### src/rtl/serial_sub_ctrl.sv
// rtl/serial_sub_ctrl.sv - bit-serial subtractor controller, one full-subtractor slice per clock, LSB first
module serial_sub_ctrl #(
   parameter int WIDTH = 8
) (
   input  logic             clk,
   input  logic             rst_n,
   input  logic             in_valid,
   output logic             in_ready,
   input  logic [WIDTH-1:0] a,
   input  logic [WIDTH-1:0] b,
   input  logic             bin,
   output logic             out_valid,
   input  logic             out_ready,
   output logic [WIDTH-1:0] diff,
   output logic             bout,
   output logic             ovf,
   output logic             busy
);

   localparam int CW = $clog2(WIDTH) + 1;

   typedef enum logic [1:0] {
      IDLE = 2'd0,
      RUN  = 2'd1,
      DONE = 2'd2
   } state_t;

   state_t           state;
   state_t           state_nxt;
   logic [WIDTH-1:0] a_sh;
   logic [WIDTH-1:0] b_sh;
   logic [WIDTH-1:0] diff_sh;
   logic             brw;
   logic             a_msb;
   logic             b_msb;
   logic [CW-1:0]    cnt;

   logic             d_bit;
   logic             brw_nxt;
   logic             last_bit;
   logic [WIDTH-1:0] diff_fin;

   // Single shared full-subtractor slice.
   assign d_bit    = a_sh[0] ^ b_sh[0] ^ brw;
   assign brw_nxt  = (~a_sh[0] & b_sh[0]) | (~(a_sh[0] ^ b_sh[0]) & brw);
   assign last_bit = (cnt == CW'(WIDTH - 1));
   assign diff_fin = {d_bit, diff_sh[WIDTH-1:1]};

   always_ff @(posedge clk or negedge rst_n) begin
      if (!rst_n) begin
         state <= IDLE;
      end else begin
         state <= state_nxt;
      end
   end

   always_comb begin
      state_nxt = state;
      in_ready  = 1'b0;
      out_valid = 1'b0;
      busy      = 1'b0;
      case (state)
         IDLE: begin
            in_ready = 1'b1;
            if (in_valid) begin
               state_nxt = RUN;
            end
         end
         RUN: begin
            busy = 1'b1;
            if (last_bit) begin
               state_nxt = DONE;
            end
         end
         DONE: begin
            busy      = 1'b1;
            out_valid = 1'b1;
            if (out_ready) begin
               state_nxt = IDLE;
            end
         end
         default: state_nxt = IDLE;
      endcase
   end

   always_ff @(posedge clk or negedge rst_n) begin
      if (!rst_n) begin
         a_sh    <= '0;
         b_sh    <= '0;
         diff_sh <= '0;
         brw     <= 1'b0;
         a_msb   <= 1'b0;
         b_msb   <= 1'b0;
         cnt     <= '0;
         diff    <= '0;
         bout    <= 1'b0;
         ovf     <= 1'b0;
      end else begin
         case (state)
            IDLE: begin
               if (in_valid) begin
                  a_sh    <= a;
                  b_sh    <= b;
                  diff_sh <= '0;
                  brw     <= bin;
                  a_msb   <= a[WIDTH-1];
                  b_msb   <= b[WIDTH-1];
                  cnt     <= '0;
               end
            end
            RUN: begin
               a_sh    <= {1'b0, a_sh[WIDTH-1:1]};
               b_sh    <= {1'b0, b_sh[WIDTH-1:1]};
               diff_sh <= diff_fin;
               brw     <= brw_nxt;
               cnt     <= cnt + CW'(1);
               // The bit shifted in on the last slice is the result MSB.
               if (last_bit) begin
                  diff <= diff_fin;
                  bout <= brw_nxt;
                  ovf  <= (a_msb != b_msb) && (d_bit != a_msb);
               end
            end
            default: begin
            end
         endcase
      end
   end

endmodule
### config.mk
export PLATFORM = sky130hd
export DESIGN_NAME = serial_sub_ctrl
export DESIGN_NICKNAME = d
export VERILOG_FILES = /design/src/rtl/serial_sub_ctrl.sv
export SDC_FILE = /design/constraint.sdc
export NUM_CORES = 1
export LEC_CHECK = 0
export BUFFER_PORTS_ARGS = -buffer_cell sky130_fd_sc_hd__buf_2
export CORE_ASPECT_RATIO = 0.8
export CORE_MARGIN = 10
export CORE_UTILIZATION = 42
export CTS_CLUSTER_SIZE = 24
export DETAILED_ROUTE_END_ITERATION = 6
export PLACE_DENSITY = 0.66
export SKIP_LAST_GASP = 1
export SLEW_MARGIN = 20
export SYNTH_ARGS = -nofsm -noshare
export SYNTH_HDL_FRONTEND = slang
export SYNTH_SLANG_ARGS = --single-unit
### constraint.sdc
create_clock -name clk -period 4.2 [get_ports clk]
set_clock_uncertainty 0.1 [all_clocks]
set_input_delay 0.42 -clock clk [delete_from_list [all_inputs] [get_ports clk]]
set_output_delay 0.42 -clock clk [all_outputs]
set_load 0.02 [all_outputs]
==> report_table.html, run 1 <==
<table>
<tr><th>Metric</th><th>Value</th></tr>
<tr><th colspan="2">Critical path</th></tr>
<tr><td>Worst Path Buf+Inv</td><td>2</td></tr>
<tr><td>Crit path cell chain</td><td>inv_1, ha_1, buf_4, mux2i_4, o21ai_0</td></tr>
<tr><td>Family with the most delay on the worst path</td><td>multiplexers</td></tr>
<tr><td>Data required, critical path</td><td>~4200 ps</td></tr>
<tr><td>Reg2Reg Capture Point</td><td>a_sh[6]</td></tr>
<tr><td>Slowest stage delay, CP</td><td>roughly 760 ps</td></tr>
<tr><td>Critical Path Fanout Max</td><td>41</td></tr>
<tr><td>CP Capture Type</td><td>flip-flop</td></tr>
<tr><td>Master of the slowest instance on the critical path</td><td>sky130_fd_sc_hd__mux2i_4</td></tr>
<tr><td>Worst-case register-to-register setup slack</td><td>roughly 1800 ps</td></tr>
<tr><td>Start of the worst register-to-register path</td><td>state[1]</td></tr>
<tr><td>Nature of the critical path startpoint</td><td>flip-flop</td></tr>
<tr><td>Worst R2R Path Depth</td><td>5</td></tr>
<tr><td>Data arrival, critical path</td><td>2390 ps</td></tr>
<tr><td>Path type of the worst setup path</td><td>flip-flop to flip-flop</td></tr>
<tr><th colspan="2">Placement</th></tr>
<tr><td>PortBufs</td><td>33</td></tr>
<tr><td>Routability-driven placement congestion ratio</td><td>approximately 0.76</td></tr>
<tr><td>Worst setup slack after placement</td><td>between 1500 and 2000 ps</td></tr>
<tr><td>Total half-perimeter wirelength after legalization and detailed placement</td><td>between 2 and 3 mm</td></tr>
<tr><th colspan="2">Yosys</th></tr>
<tr><td>Synth cell types</td><td>27</td></tr>
<tr><td>FFs w/ async S/R, synth</td><td>between 90% and 100%</td></tr>
<tr><td>Largest area contributor in the netlist</td><td>sky130_fd_sc_hd__dfrtp_1</td></tr>
<tr><td>Dominant combinational cell family by area after synthesis</td><td>multiplexers</td></tr>
<tr><td>Total number of yosys warnings</td><td>0</td></tr>
<tr><td>Multiplexer share of the synthesized area</td><td>15.5%</td></tr>
<tr><td>Adder-cell area share of the yosys netlist</td><td>roughly 3.7%</td></tr>
<tr><td>Synth Area in Simple Gates</td><td>roughly a tenth</td></tr>
<tr><td>Cells after synthesis</td><td>162</td></tr>
<tr><td>Top FF cell, synth</td><td>sky130_fd_sc_hd__dfrtp_1</td></tr>
<tr><td>Top-count cell post-synth</td><td>sky130_fd_sc_hd__dfrtp_1</td></tr>
<tr><td>Number of register bits inferred by synthesis</td><td>42</td></tr>
<tr><td>Leading post-synthesis cells by cell area</td><td>sky130_fd_sc_hd__dfrtp_1 (55%), sky130_fd_sc_hd__mux2i_1 (8.4%), sky130_fd_sc_hd__mux2_2 (7.1%), sky130_fd_sc_hd__o21ai_0 (5.2%), sky130_fd_sc_hd__a22o_1 (4.1%)</td></tr>
<tr><td>Number of synthesized flops with an enable pin</td><td>0</td></tr>
<tr><td>Netlist Area Pre-Place</td><td>between 0.0015 and 0.002 mm^2</td></tr>
<tr><td>Synth Area in Compound Gates</td><td>about an eighth</td></tr>
<tr><td>Average size of a mapped cell</td><td>11.8 um^2</td></tr>
<tr><td>Synthesized Nets</td><td>around 190</td></tr>
<tr><td>Yosys top cell area share</td><td>a little under three fifths</td></tr>
<tr><td>Post-synthesis sequential area ratio</td><td>55.0%</td></tr>
<tr><td>Most used standard cells in the synthesized netlist</td><td>sky130_fd_sc_hd__dfrtp_1 (42), sky130_fd_sc_hd__nand2_1 (21), sky130_fd_sc_hd__o21ai_0 (20), sky130_fd_sc_hd__mux2i_1 (16), sky130_fd_sc_hd__mux2_2 (12)</td></tr>
<tr><td>Post-synthesis share of cell area spent on xor and xnor gates</td><td>0%</td></tr>
<tr><th colspan="2">Global route</th></tr>
<tr><td>Global route total overflow</td><td>0</td></tr>
<tr><td>Largest net degree at the start of global routing</td><td>43</td></tr>
<tr><td>Wire length of the first global-routing pass</td><td>6.38 mm</td></tr>
<tr><td>Aggregate global-route resource usage</td><td>between 10% and 20%</td></tr>
<tr><td>Antenna violations before repair</td><td>0</td></tr>
<tr><td>Vias in the first global route</td><td>1330</td></tr>
<tr><th colspan="2">Timing</th></tr>
<tr><td>Transition time of the tightest slew-check pin</td><td>943 ps</td></tr>
<tr><td>Slew headroom</td><td>~36%</td></tr>
<tr><td>Setup total negative slack</td><td>0 ps</td></tr>
<tr><td>Setup violators final</td><td>0</td></tr>
<tr><td>Crit share post-route</td><td>between 50 and 60%</td></tr>
<tr><td>Timing-limited maximum frequency</td><td>approximately 0.42 GHz</td></tr>
<tr><td>Setup repair after global routing missed its margin</td><td>false</td></tr>
<tr><td>Final min period</td><td>~2400 ps</td></tr>
<tr><td>Min setup slack post-route</td><td>between 1500 and 2000 ps</td></tr>
<tr><td>Number of max-slew violations in the final report</td><td>0</td></tr>
<tr><td>Final count of hold timing violations</td><td>0</td></tr>
<tr><th colspan="2">Clock tree</th></tr>
<tr><td>Clock latency of the later-clocked register in the worst-skew pair</td><td>a little under 300 ps</td></tr>
<tr><td>Root buf cell</td><td>sky130_fd_sc_hd__clkbuf_8</td></tr>
<tr><td>Num CTS Buffers</td><td>5</td></tr>
<tr><td>Number of buffers inserted to repair setup after CTS</td><td>0</td></tr>
<tr><td>Number of H-tree branching levels</td><td>2</td></tr>
<tr><td>Clock tree from TritonCTS</td><td>yes</td></tr>
<tr><td>CTS Sinks</td><td>42</td></tr>
<tr><td>Clock transition at the register clock pins on the worst setup and hold paths after CTS</td><td>around 80 ps</td></tr>
<tr><td>Maximum number of buffers from clock root to sink</td><td>2</td></tr>
<tr><td>Post-CTS Hold Buffers</td><td>0</td></tr>
<tr><td>Post-cts repair resize count</td><td>0</td></tr>
<tr><th colspan="2">Detailed routing</th></tr>
<tr><td>Detailed router's first-iteration violation count</td><td>58</td></tr>
<tr><td>Remaining DRCs</td><td>0</td></tr>
<tr><td>First-pass iteration count of the detailed router</td><td>4</td></tr>
<tr><td>Final Routed Wirelength</td><td>about 3.7 mm</td></tr>
<tr><td>Via Count</td><td>~1300</td></tr>
<tr><td>Routed Antenna Nets</td><td>0</td></tr>
<tr><td>Mean routed wirelength per cell</td><td>~15 um</td></tr>
<tr><td>Number of vias per cell after detailed routing</td><td>5.04</td></tr>
<tr><th colspan="2">Power</th></tr>
<tr><td>Maximum ir drop on the vdd rail</td><td>253 uV</td></tr>
<tr><td>Leakage Power</td><td>0.00110 uW</td></tr>
<tr><td>Cell Pwr Density</td><td>approximately 740 mW/mm^2</td></tr>
<tr><th colspan="2">Job</th></tr>
<tr><td>Max-cap violations</td><td>0</td></tr>
<tr><th colspan="2">Final layout</th></tr>
<tr><td>Proportion of layout cells with a drive suffix above 1</td><td>between 20% and 30%</td></tr>
<tr><td>Area Overhead vs Synth</td><td>14.7%</td></tr>
<tr><td>Nets</td><td>between 200 and 250</td></tr>
<tr><td>Ant. Diodes</td><td>0</td></tr>
<tr><th colspan="2">Worst hold path</th></tr>
<tr><td>Class of the worst hold path</td><td>input port to async pin</td></tr>
<tr><th colspan="2">Floorplan</th></tr>
<tr><td>Vertical die dimension</td><td>between 80 and 90 um</td></tr>
<tr><td>Floorplan die area</td><td>around 0.0077 mm^2</td></tr>
<tr><td>Initial cell density of the core</td><td>between 40 and 50%</td></tr>
<tr><td>Area of the placeable core</td><td>about 0.0043 mm^2</td></tr>
<tr><td>I/O pin cnt</td><td>34</td></tr>
<tr><td>Number of standard-cell rows in the floorplan</td><td>21</td></tr>
<tr><td>Die boundary width</td><td>about 95 um</td></tr>
<tr><th colspan="2">Status</th></tr>
<tr><td>Status</td><td>complete, no violations</td></tr>
</table>
-- metrics by stage --
stage | total power [uW] | std cells | instance area [um^2] | util (%) | hold slack [ps]
5_1_grt | 1770 | 250 | 2190 | 51.2 | 229
2_1_floorplan | 1220 | 162 | 1910 | - | 24.4
6_report | 1630 | 250 | 2190 | 51.2 | 161
4_1_cts | 1660 | 250 | 2190 | 51.2 | 188
3_3_place_gp | 1350 | 242 | 2100 | 49.1 | 361
3_5_place_dp | 1390 | 242 | 2100 | 49.1 | 375
-- layout by cell type, fill, tap and decap left out, drive strengths merged, types with 2 or more instances in the layout --
cell type / instances
mux2i: 16
mux2: 12
ha: 4
nand2: 21
nand2b: 2
inv: 5
clkbuf: 7
a31oi: 2
nor2b: 5
nand3: 2
buf: 34
o21ai: 20
a22o: 9
dfrtp: 42
-- layer usage --
layer  up-vias  global-route usage, %  wire length, um
li1        628                      -                -
met1       592                   12.5             1670
met2        32                   16.6             1650
met3         8                   4.93              315
met4         0                   4.41               63
met5         -                      0                0
-- how the worst max path moves through the flow --
stage | start | to | slack (ps) | cells past startpoint
after floorplan | state[0] | state[0] | 2380 | 7
after global placement | state[1] | b_sh[6] | 1910 | 5
after detailed placement | state[1] | a_sh[6] | 1820 | 5
after CTS | state[1] | a_sh[6] | 1800 | 5
after global routing | state[1] | b_sh[0] | 1520 | 5
final | state[1] | a_sh[6] | 1840 | 5
-- worst reg2reg max path: cells and delay by family, from the launching register on --
| kind | cells | cell delay (ps) |
|---|---|---|
| AO/OA/AOI/OAI | 1 | 230 |
| multiplexers | 1 | 770 |
| buffers and inverters | 2 | 360 |
| adder cells (fa/ha/maj) | 1 | 350 |
| flip-flops | 1 | 390 |
-- flip-flops by register name, indices dropped and copies added (netlist names), 2 cells and up --
register / count
diff: 8
state: 2
b_sh: 8
diff_sh: 7
cnt: 4
a_sh: 8
-- cell families after synthesis --
group,count (synthesis)
multiplexers,28
adder cells (fa/ha/maj),5
buffers and inverters,16
flip-flops,42
AO/OA/AOI/OAI,35
AND/OR/NAND/NOR,36
-- power by group --
| part | switching, uW | total (uW) | internal, uW |
|---|---|---|---|
| Clock | 134 | 267 | 133 |
| Combinational | 382 | 686 | 305 |
| Sequential | 105 | 677 | 572 |
| Total | 621 | 1630 | 1010 |
-- final cells by class --
cell class,instances,area [um^2]
Fill cell,393,2090
Sequential cell,42,1050
Multi-Input combinational cell,104,787
Timing Repair Buffer,34,173
Clock buffer,7,86.3
Tap cell,57,71.3
Inverter,5,18.8
Clock inverter,1,5.00
(Power assumes the default switching activity.)
==> inputs of run 2 (changes only) <==
PLACE_DENSITY = 0.68   (was 0.66)
clock period = 2 ns   (was 4.2 ns; I/O delays follow)
==> report_table.html, run 2 (synthesis gave the netlist of run 1 again) <==
<table>
<tr><th>Metric</th><th>Value</th></tr>
<tr><th colspan="2">Status</th></tr>
<tr><td>Status</td><td>complete, no violations (unchanged)</td></tr>
<tr><th colspan="2">Final layout</th></tr>
<tr><td>Ant. Diodes</td><td>0 (unchanged)</td></tr>
<tr><td>Nets</td><td>225 (was 218)</td></tr>
<tr><td>Total of fill cells in the finished design</td><td>389 (was 393)</td></tr>
<tr><td>Commonest cells after routing, fill and taps aside</td><td>sky130_fd_sc_hd__dfrtp_1 (42), sky130_fd_sc_hd__buf_2 (33), sky130_fd_sc_hd__nand2_1 (21) (unchanged)</td></tr>
<tr><td>FF/Latch Area</td><td>0.00105 mm^2 (unchanged)</td></tr>
<tr><td>Post-route cell area</td><td>0.00227 mm^2 (was 0.00219 mm^2)</td></tr>
<tr><td>Area Overhead vs Synth</td><td>18.7% (was 14.7%)</td></tr>
<tr><td>Largest registers in the final layout</td><td>a_sh (8), b_sh (8), diff (8) (unchanged)</td></tr>
<tr><td>Commonest non-fill, non-tap cell in the layout</td><td>sky130_fd_sc_hd__dfrtp_1 (unchanged)</td></tr>
<tr><td>Multi-input logic area</td><td>792 um^2 (was 787 um^2)</td></tr>
<tr><td>Proportion of layout cells with a drive suffix above 1</td><td>32.5% (was 29.0%)</td></tr>
<tr><td>Number of standard cells in the layout, taps in and fillers out</td><td>257 (was 250)</td></tr>
<tr><th colspan="2">Timing</th></tr>
<tr><td>Final count of hold timing violations</td><td>0 (unchanged)</td></tr>
<tr><td>Crit share post-route</td><td>89.7% (was 56.2%)</td></tr>
<tr><td>Final min period</td><td>1790 ps (was 2360 ps)</td></tr>
<tr><td>Min setup slack post-route</td><td>206 ps (was 1840 ps)</td></tr>
<tr><td>Number of max-slew violations in the final report</td><td>0 (unchanged)</td></tr>
<tr><td>Transition time of the tightest slew-check pin</td><td>517 ps (was 943 ps)</td></tr>
<tr><td>Tightest hold margin</td><td>59.7 ps (was 161 ps)</td></tr>
<tr><td>Setup repair after global routing missed its margin</td><td>false (unchanged)</td></tr>
<tr><td>Setup violators final</td><td>0 (unchanged)</td></tr>
<tr><td>Setup total negative slack</td><td>0 ps (unchanged)</td></tr>
<tr><td>Timing-limited maximum frequency</td><td>0.557 GHz (was 0.423 GHz)</td></tr>
<tr><td>Slew headroom</td><td>65.5% (was 35.8%)</td></tr>
<tr><th colspan="2">Floorplan</th></tr>
<tr><td>Die boundary width</td><td>95.4 um (unchanged)</td></tr>
<tr><td>Floorplan die area</td><td>0.00766 mm^2 (unchanged)</td></tr>
<tr><td>Vertical die dimension</td><td>80.3 um (unchanged)</td></tr>
<tr><td>Number of standard-cell rows in the floorplan</td><td>21 (unchanged)</td></tr>
<tr><td>Area of the placeable core</td><td>0.00428 mm^2 (unchanged)</td></tr>
<tr><td>I/O pin cnt</td><td>34 (unchanged)</td></tr>
<tr><td>Initial cell density of the core</td><td>44.6% (unchanged)</td></tr>
<tr><th colspan="2">Detailed routing</th></tr>
<tr><td>Via Count</td><td>1331 (was 1260)</td></tr>
<tr><td>Routed Antenna Nets</td><td>0 (unchanged)</td></tr>
<tr><td>Detailed router's first-iteration violation count</td><td>41 (was 58)</td></tr>
<tr><td>First-pass iteration count of the detailed router</td><td>4 (unchanged)</td></tr>
<tr><td>Remaining DRCs</td><td>0 (unchanged)</td></tr>
<tr><td>Number of vias per cell after detailed routing</td><td>5.18 (was 5.04)</td></tr>
<tr><td>Final Routed Wirelength</td><td>3.89 mm (was 3.70 mm)</td></tr>
<tr><td>Mean routed wirelength per cell</td><td>15.2 um (was 14.8 um)</td></tr>
<tr><th colspan="2">Clock tree</th></tr>
<tr><td>Number of H-tree branching levels</td><td>2 (unchanged)</td></tr>
<tr><td>Maximum number of buffers from clock root to sink</td><td>2 (unchanged)</td></tr>
<tr><td>Root buf cell</td><td>sky130_fd_sc_hd__clkbuf_8 (unchanged)</td></tr>
<tr><td>CTS Sinks</td><td>42 (unchanged)</td></tr>
<tr><td>Clock latency of the later-clocked register in the worst-skew pair</td><td>300 ps (was 290 ps)</td></tr>
<tr><td>Clock transition at the register clock pins on the worst setup and hold paths after CTS</td><td>80 ps (about the same)</td></tr>
<tr><td>Num CTS Buffers</td><td>5 (unchanged)</td></tr>
<tr><td>Clock tree from TritonCTS</td><td>yes (unchanged)</td></tr>
<tr><th colspan="2">Global route</th></tr>
<tr><td>Antenna violations before repair</td><td>0 (unchanged)</td></tr>
<tr><td>Vias in the first global route</td><td>1470 (was 1330)</td></tr>
<tr><td>Largest net degree at the start of global routing</td><td>43 (unchanged)</td></tr>
<tr><td>Wire length of the first global-routing pass</td><td>6.70 mm (was 6.38 mm)</td></tr>
<tr><td>Global route total overflow</td><td>0 (unchanged)</td></tr>
<tr><td>Aggregate global-route resource usage</td><td>11.2% (was 10.7%)</td></tr>
<tr><th colspan="2">Placement</th></tr>
<tr><td>PortBufs</td><td>33 (unchanged)</td></tr>
<tr><td>Routability-driven placement congestion ratio</td><td>0.755 (was 0.764)</td></tr>
<tr><td>Total half-perimeter wirelength after legalization and detailed placement</td><td>2.82 mm (was 2.74 mm)</td></tr>
<tr><td>Placed Area</td><td>0.00215 mm^2 (was 0.00210 mm^2)</td></tr>
<tr><td>Placed Cells</td><td>247 (was 242)</td></tr>
<tr><td>Worst setup slack after placement</td><td>112 ps (was 1820 ps)</td></tr>
<tr><th colspan="2">Power</th></tr>
<tr><td>Maximum ir drop on the vdd rail</td><td>593 uV (was 253 uV)</td></tr>
<tr><td>Leakage Power</td><td>0.00113 uW (was 0.00110 uW)</td></tr>
<tr><td>Cell Pwr Density</td><td>1580 mW/mm^2 (was 744 mW/mm^2)</td></tr>
<tr><th colspan="2">Job</th></tr>
<tr><td>Max-cap violations</td><td>0 (unchanged)</td></tr>
<tr><th colspan="2">Critical path</th></tr>
<tr><td>Data arrival, critical path</td><td>1920 ps (was 2390 ps)</td></tr>
<tr><td>Data required, critical path</td><td>2130 ps (was 4230 ps)</td></tr>
<tr><td>Nature of the critical path startpoint</td><td>flip-flop (unchanged)</td></tr>
<tr><td>Slowest stage delay, CP</td><td>410 ps (was 760 ps)</td></tr>
<tr><td>Path type of the worst setup path</td><td>flip-flop to flip-flop (unchanged)</td></tr>
<tr><td>Family with the most delay on the worst path</td><td>flip-flops (was multiplexers)</td></tr>
<tr><td>Master of the slowest instance on the critical path</td><td>sky130_fd_sc_hd__dfrtp_1 (was sky130_fd_sc_hd__mux2i_4)</td></tr>
<tr><td>CP Capture Type</td><td>flip-flop (unchanged)</td></tr>
<tr><td>Worst Path Buf+Inv</td><td>2 (unchanged)</td></tr>
<tr><td>Crit path cell chain</td><td>inv_1, ha_1, buf_4, or3b_1, o211ai_2 (was inv_1, ha_1, buf_4, mux2i_4, o21ai_0)</td></tr>
<tr><td>Critical Path Fanout Max</td><td>9 (was 41)</td></tr>
<tr><th colspan="2">Worst hold path</th></tr>
<tr><td>Class of the worst hold path</td><td>input port to flip-flop (was input port to async pin)</td></tr>
</table>
## run 2: layer usage
layer  vias to the layer above  global-route usage (%)  wire length (um)
met5                         -                       0                 0
met4                         0                    4.71                61
met3                         7                    6.32               380
met2                        35                    18.4              1820
met1                       648                    11.6              1630
li1                        641                       -                 -
## run 2: final timing paths
path / from / slack (ps) / cells past startpoint / to
setup / recovery: state[1] / 210 / 5 / cnt[3]
hold reg to reg: a_sh[2] / 390 / 2 / a_sh[2]
min in group asynchronous: rst_n / 390 / 3 / cnt[0]
hold / removal: a[7] / 60 / 2 / a_msb
setup reg to reg: state[1] / 210 / 5 / cnt[3]
max in group asynchronous: rst_n / 1060 / 3 / b_msb
## run 2: area by class of cell
type                            instances  area share, %
Sequential cell                        42           46.3
Inverter                                5          0.827
Tap cell                               57           3.14
Clock inverter                          2          0.552
Clock buffer                            6           3.64
Timing Repair Buffer                   41           10.6
Multi-Input combinational cell        104           34.9
## run 2: through the flow
stage | power [uW] | utilization [%]
floorplan | 2560 | -
global placement | 2910 | 50.2
detailed placement | 3020 | 50.2
CTS | 3610 | 52.7
global route | 3890 | 53.0
finish | 3590 | 53.0
## run 2: worst reg2reg max path, delay by kind of cell (launching register included)
kind                       cells  cell delay, ps
adders and majority gates      1             400
DFF                            1             410
and+or+nand+nor                1             360
AOI/OAI and AO/OA              1             140
buffers and inverters          2             320
## run 2: timing repair
action / 4_1_cts / 5_1_grt
buffers inserted: 0 / 1
gates resized for setup: 0 / 2
endpoints found under the setup margin: 0 / 10
hold buffers: 1 / 0
hold endpoints to repair: 42 / 0
## run 2: report_power, final
group	internal (uW)	switching, uW	total (uW)	leakage, uW
Sequential	1200	220	1420	0.000545
Clock	277	293	570	0.0000472
Combinational	744	856	1600	0.000542
Total	2220	1370	3590	0.00113
